==> src/rtl/mem_port_arbiter.sv <==
// Arbitrates one single-port memory between the fetch port and the load/store
// port, stretching every access to LATENCY cycles.
module mem_port_arbiter #(
  parameter int LATENCY      = 1,
  parameter int STARVE_LIMIT = 4
) (
  input  logic        clk,
  input  logic        reset,
  input  logic        if_req,
  input  logic [31:0] if_addr,
  output logic        if_ready,
  output logic [31:0] if_rdata,
  input  logic        d_req,
  input  logic        d_we,
  input  logic [31:0] d_addr,
  input  logic [31:0] d_wdata,
  output logic        d_ready,
  output logic [31:0] d_rdata,
  output logic [31:0] mem_addr,
  output logic [31:0] mem_din,
  output logic        mem_read,
  output logic        mem_write,
  input  logic [31:0] mem_dout
);

  localparam int CW = (LATENCY > 1) ? $clog2(LATENCY) : 1;
  localparam int SW = $clog2(STARVE_LIMIT + 1);

  typedef enum logic {IDLE, ACCESS} state_t;

  state_t          state, state_nxt;
  logic [CW-1:0]   cnt;
  logic [SW-1:0]   starve;
  logic            own_f;
  logic            we_q;
  logic [31:0]     addr_q;
  logic [31:0]     wdata_q;
  logic            any_req;
  logic            grant_f;
  logic            last;

  // Data normally wins; fetch only when it is alone or has waited long enough.
  assign any_req = if_req | d_req;
  assign grant_f = if_req && (!d_req || starve == SW'(STARVE_LIMIT));
  assign last    = (state == ACCESS) && (cnt == '0);

  always_ff @(posedge clk) begin
    if (reset) state <= IDLE;
    else       state <= state_nxt;
  end

  always_comb begin
    state_nxt = state;
    unique case (state)
      IDLE:   if (any_req) state_nxt = ACCESS;
      ACCESS: if (cnt == '0) state_nxt = IDLE;
      default: state_nxt = IDLE;
    endcase
  end

  always_ff @(posedge clk) begin
    if (reset) begin
      cnt     <= '0;
      starve  <= '0;
      own_f   <= 1'b0;
      we_q    <= 1'b0;
      addr_q  <= '0;
      wdata_q <= '0;
    end else if (state == IDLE && any_req) begin
      own_f   <= grant_f;
      addr_q  <= grant_f ? if_addr : d_addr;
      we_q    <= !grant_f && d_we;
      wdata_q <= grant_f ? 32'h0 : d_wdata;
      cnt     <= CW'(LATENCY - 1);
      if (grant_f || !if_req)           starve <= '0;
      else if (starve != SW'(STARVE_LIMIT)) starve <= starve + SW'(1);
    end else if (state == ACCESS && cnt != '0) begin
      cnt <= cnt - CW'(1);
    end
  end

  // Stores write only on the final ACCESS cycle so an aborted access never commits.
  always_comb begin
    mem_addr  = '0;
    mem_din   = '0;
    mem_read  = 1'b0;
    mem_write = 1'b0;
    if_ready  = 1'b0;
    if_rdata  = '0;
    d_ready   = 1'b0;
    d_rdata   = '0;
    if (state == ACCESS) begin
      mem_addr  = addr_q;
      mem_din   = wdata_q;
      mem_read  = !we_q;
      mem_write = we_q && last;
      if (last) begin
        if (own_f) begin
          if_ready = 1'b1;
          if_rdata = mem_dout;
        end else begin
          d_ready = 1'b1;
          if (!we_q) d_rdata = mem_dout;
        end
      end
    end
  end

endmodule

==> config.mk <==
export PLATFORM = sky130hd
export DESIGN_NAME = mem_port_arbiter
export DESIGN_NICKNAME = d
export VERILOG_FILES = /design/src/rtl/mem_port_arbiter.sv
export SDC_FILE = /design/constraint.sdc
export NUM_CORES = 1
export LEC_CHECK = 0
export CAP_MARGIN = 20
export CORE_UTILIZATION = 33
export CTS_CLUSTER_DIAMETER = 80
export DETAILED_ROUTE_END_ITERATION = 8
export GPL_TIMING_DRIVEN = 0
export HOLD_SLACK_MARGIN = 0.1
export PLACE_DENSITY = 0.88
export SYNTH_ARGS = -nofsm -noshare
export SYNTH_HDL_FRONTEND = slang
export SYNTH_SLANG_ARGS = --single-unit
==> constraint.sdc <==
create_clock -name clk -period 1.6 [get_ports clk]
set_clock_uncertainty 0.05 [all_clocks]
set_input_delay 0.32 -clock clk [delete_from_list [all_inputs] [get_ports clk]]
set_output_delay 0.32 -clock clk [all_outputs]
set_load 0.01 [all_outputs]
### Word-level counts from Yosys, hierarchy flattened

Cells that the tools add are included.

| cells by class | value |
|---|---|
| add/subtract/negate cells | 2 |
| equality and inequality tests | 2 |
| reductions and logical operators | 15 |
| bitwise operators | 3 |
| mux-type cells | 24 |

Operators with widths:

| kind | count |
|---|---|
| $mux W32 | 11 |
| $mux W1 | 10 |
| $logic_and A1 B1 Y1 | 6 |
| $mux W3 | 2 |
| $logic_not A1 Y1 | 4 |
| $add A3 B1 Y3 const B | 1 |
| $eq A3 B3 Y1 const B | 1 |
| $ne A3 B3 Y1 const B | 1 |
| $logic_or A1 B1 Y1 | 2 |
| $not A1 Y1 | 2 |
| $pmux W1 S2 | 1 |
| $reduce_and A2 Y1 | 1 |
| $reduce_bool A2 Y1 | 1 |
| $reduce_or A2 Y1 | 1 |
| $or A1 B1 Y1 | 1 |
| $sub A1 B1 Y1 const B | 1 |

| word-level totals | value |
|---|---|
| input port bits | 133 |
| output and inout port bits | 132 |
| logic and storage cells | 53 |
| bits in registers | 71 |

### Longest topological paths before layout

| logic depth | value |
|---|---|
| word-level depth | 6 |
| gate-level depth with buffers | 7 |
| mapped depth without buffers | 5 |

### Worst setup path after synthesis

Ideal clock, no wire load.

| timing path | value |
|---|---|
| path type | register -> register |
| start | reg starve[0] |
| end | reg own_f |
| required time | 1.422 ns |
| library setup time | 0.128 ns |
| period minus slack after synthesis | 1.500 ns |
| arrival time | 1.323 ns |
| path buffers | 2 |
| slack | 0.100 ns |
| cell stages (with the launch flop) | 8 |
| path through | dfxtp_1 -> inv_1 -> ha_1 -> a21bo_2 -> buf_2 -> buf_2 -> a32oi_1 -> nor2_1 |

| on the way | value |
|---|---|
| word-level cells in the longest chain between the ends | 3 |

Ends and longest elaborated chain:

| item | line | text |
|---|---|---|
| from (decl) | 33 | `logic [SW-1:0] starve;` |
| from (signal assigned) | 76 | `else if (starve != SW'(STARVE_LIMIT)) starve <= starve + SW'(1);` |
| $eq A3 B3 Y1 | 44 | `assign grant_f = if_req && (!d_req \|\| starve == SW'(STARVE_LIMIT));` |
| $logic_or A1 B1 Y1 | 44 |  |
| $logic_and A1 B1 Y1 | 44 |  |
| to (signal assigned) | 70 | `own_f <= grant_f;` |
| to (decl) | 34 | `logic own_f;` |

No other way between the ends.
A chain may end at the register's enable or synchronous reset.

### Final worst setup path

| timing path | value |
|---|---|
| start | reg cnt |
| end | out if_rdata[5] |

| on the way | value |
|---|---|
| word-level cells in the longest chain between the ends | 4 |

Ends and longest elaborated chain:

| item | line | text |
|---|---|---|
| from (decl) | 32 | `logic [CW-1:0] cnt;` |
| from (signal assigned) | 74 | `cnt <= CW'(LATENCY - 1);` |
| from (signal assigned) | 78 | `cnt <= cnt - CW'(1);` |
| $not A1 Y1 | n/a |  |
| $logic_and A1 B1 Y1 | 45 | `assign last = (state == ACCESS) && (cnt == '0);` |
| $mux W32 | 97 | `if (last) begin` |
| $mux W32 | 92 | `if (state == ACCESS) begin` |
| to (decl) | 12 | `output logic [31:0] if_rdata,` |

No other way between the ends.

==> out/qor.yml <==
outcome:
  status: "finished, violations left"
  failed_checks: "negative setup slack"
clock_network:
  path_clk_slew_ns: 0.05
  holdBufCountCts: 0
  cts.sinks: 71
  cts_tree: "built"
  clk_latency_ns: 0.32
  numCtsBuffers: 9
  cts_root_buf: "clkbuf_16"
  clock_path_buffers: 2
  htree_num_levels: 3
route:
  wl_um: 16890
  remaining_drc_errors: 0
  drt_iter0_markers: 374
  avgViaCountPerCell: 5.103
  drt_first_pass_iters: 7
  dr_total_vias: 4955
  wire_per_inst_um: 17.40
  ant_nets: 0
placed_design:
  io_buffer_count: 263
  hpwlAfterDp_um: 11720
  gp_congestion: 0.7900
global_routing:
  use_met3_pct: 3.214
  grt_pass1_vias: 4812
  grt_pass1_wl_um: 25810
  antenna_found_initial: 0
  grt-ovfl-total: 0
  use_met2_pct: 44.16
  grt_max_degree: 12
  grtUsageMet1_pct: 34.39
  top_usage_layer: "met2"
  grt_usage_pct: 25.55
setup_path:
  required_ns: 1.23
  worstSetupPathType: "reg -> out"
  cp.arrival_ns: 1.55
  r2r_cells: 7
  critPathCaptureType: "output port"
  worstPathMaxFanout: 6
  start_kind: "register"
cells_and_area:
  drive_gt1_share_pct: 39.20
  fin_nets: 954
  area_growth_pct: 93.63
  n_antenna_cell: 0
  fill_cells: 993
  utilization_pct: 65.48
min_path:
  whs_path_depth: 2
  hold_path.class: "reg -> reg"
synthesis:
  ys_seq_area_share_pct: 35.14
  syn_area_per_cell_sq_um: 7.824
  ys_warn_count: 0
  syn_nets: 652
  syn-cell-area_sq_um: 4045
  netlist_instances: 517
  synth.distinct_cells: 31
  ys_seq_elements: 71
timing:
  rsz0062_at_grt: "yes"
  slew_violations: 0
  fin_crit_sh_pct: 120.0
  hold_viol_final: 0
  layout_setup_ws_ns: -0.3206
  relSlewSlack_pct: 54.46
  whs_ns: 0.3992
  max_freq_mhz: 520.7
  finalCriticalPeriod_ns: 1.921
  finalSetupViolCount: 118
  tightest_slew_ns: 0.6831
  timing.setup.tns_ns: -20.68
die:
  core_sq_um: 11960
  die_area_sq_um: 12700
  die_w_um: 112.7
  rows: 40
  die_h_um: 112.7
  initial_utilization_pct: 33.82
  pin_count: 265
job:
  max_cap_viol_count: 0
pwr:
  p_leak_nw: 3.426
  ir_drop_v: 0.0005328
  p_per_area_nw_per_um2: 756.5
## cells in the final DEF (no fill, tap or decap), types with 15 or more instances in the layout
| master | synthesis | final |
|---|---|---|
| buf_6 | 4 | 89 |
| and2_1 | 98 | 39 |
| nor2_1 | 36 | 33 |
| o211ai_1 | 33 | 33 |
| buf_8 | 0 | 17 |
| nand2_1 | 33 | 33 |
| a21oi_1 | 34 | 34 |
| clkdlybuf4s50_1 | 0 | 129 |
| buf_2 | 16 | 64 |
| o21ai_0 | 33 | 33 |
| and3_1 | 32 | 23 |
| nand3_1 | 32 | 32 |
| buf_4 | 6 | 15 |
| a311oi_1 | 22 | 19 |
| dfxtp_1 | 71 | 66 |
| and2_4 | 0 | 59 |
## worst paths after layout
check	from	end	slack [ns]
max	cnt$_SDFFE_PP0P_	if_rdata[5]	-0.32
min	wdata_q[24]$_SDFFE_PP0P_	wdata_q[24]$_SDFFE_PP0P_	0.40
max reg2reg	starve[0]$_SDFFE_PP0P_	addr_q[0]$_SDFFE_PP0P_	0.06
min reg2reg	wdata_q[24]$_SDFFE_PP0P_	wdata_q[24]$_SDFFE_PP0P_	0.40
## final cells by class
type | instances | area (sq um) | share of cell area (%)
plain buffers | 58 | 534.3 | 6.821
clock buffers | 12 | 236.5 | 3.019
clock inverters | 4 | 70.07 | 0.8946
inverters | 5 | 21.27 | 0.2716
multi-input cells | 381 | 2590 | 33.07
flip-flops and latches | 71 | 1433 | 18.29
well taps | 147 | 183.9 | 2.348
repair buffers | 293 | 2764 | 35.29
## timing repair
action / CTS / global route
setup endpoints to repair: 191 / 192
pin swaps: 40 / 22
cloned: 5 / 2
buffers inserted: 17 / 6
gates resized for setup: 648 / 161
## cells in the mapped netlist
| master | n | area (sq um) |
|---|---|---|
| a21boi_2 | 1 | 11.26 |
| xnor2_1 | 1 | 8.760 |
| and3b_1 | 1 | 8.760 |
| o21bai_2 | 1 | 11.26 |
| buf_6 | 4 | 45.04 |
| a211oi_1 | 1 | 7.510 |
| o211ai_1 | 33 | 247.7 |
| nand2b_1 | 1 | 6.260 |
| inv_2 | 1 | 3.750 |
| or3_1 | 1 | 6.260 |
| and3_1 | 32 | 200.2 |
| o21ba_1 | 1 | 10.01 |
| ha_1 | 2 | 25.02 |
| nand2_1 | 33 | 123.9 |
| a21bo_2 | 1 | 10.01 |
| a311oi_2 | 10 | 150.1 |
| a311oi_1 | 22 | 192.7 |
| buf_4 | 6 | 45.04 |
| buf_1 | 2 | 7.510 |
| inv_1 | 4 | 15.01 |
| clkbuf_1 | 32 | 120.1 |
| a32oi_1 | 1 | 8.760 |
| and2_1 | 98 | 613.1 |
| nor2_1 | 36 | 135.1 |
| o21ai_0 | 33 | 165.2 |
| mux2i_1 | 1 | 10.01 |
| buf_2 | 16 | 80.08 |
| nor3_1 | 5 | 25.02 |
| dfxtp_1 | 71 | 1421 |
| a21oi_1 | 34 | 170.2 |
| nand3_1 | 32 | 160.2 |
## layer usage
| layer | vias to the layer above | part of all wire, % |
|---|---|---|
| li1 | 2419 | - |
| met1 | 2339 | 44 |
| met2 | 186 | 50 |
| met3 | 11 | 5.1 |
| met4 | 0 | 0.60 |
| met5 | - | 0 |
## per-stage QoR
stage / std cells / instance area (sq um) / worst slack [ns] / total power, mW
finish: 971 / 7833 / -0.3206 / 5.925
global route: 971 / 7833 / -0.3607 / 6.165
CTS: 964 / 7408 / -0.3404 / 5.757
detailed placement: 927 / 6862 / -0.9078 / 3.472
global placement: 927 / 6862 / -0.9043 / 3.446
floorplan: 517 / 4045 / 0.09977 / 2.678
## flip-flops by register name, summed over array words and instances (netlist names)
register,cells
addr_q,32
wdata_q,32
starve,3
cnt,1
own_f,1
state,1
we_q,1
## critical path: stages, from the launching register on
cell and delay, ns:
dfxtp_2 0.33, buf_6 0.11, nor2_4 0.16, buf_6 0.13, buf_8 0.11, buf_6 0.11, and3_4 0.19, buf_6 0.10
## power by group
| group | switching, mW | internal [mW] |
|---|---|---|
| combinational | 0.791 | 1.03 |
| sequential | 0.0782 | 1.91 |
| clock | 0.746 | 1.36 |
| total | 1.62 | 4.31 |
## logic make-up after synthesis
logic type / count (synthesis) / share of synthesized area, %
flops: 71 / 35.14
mux: 1 / 0.2475
simple gates: 239 / 31.61
compound gates: 138 / 24.34
fa+ha+maj: 2 / 0.6185
xor+xnor: 1 / 0.2166
buf+inv: 65 / 7.825
No activity file was read; power rests on OpenSTA's default activity.
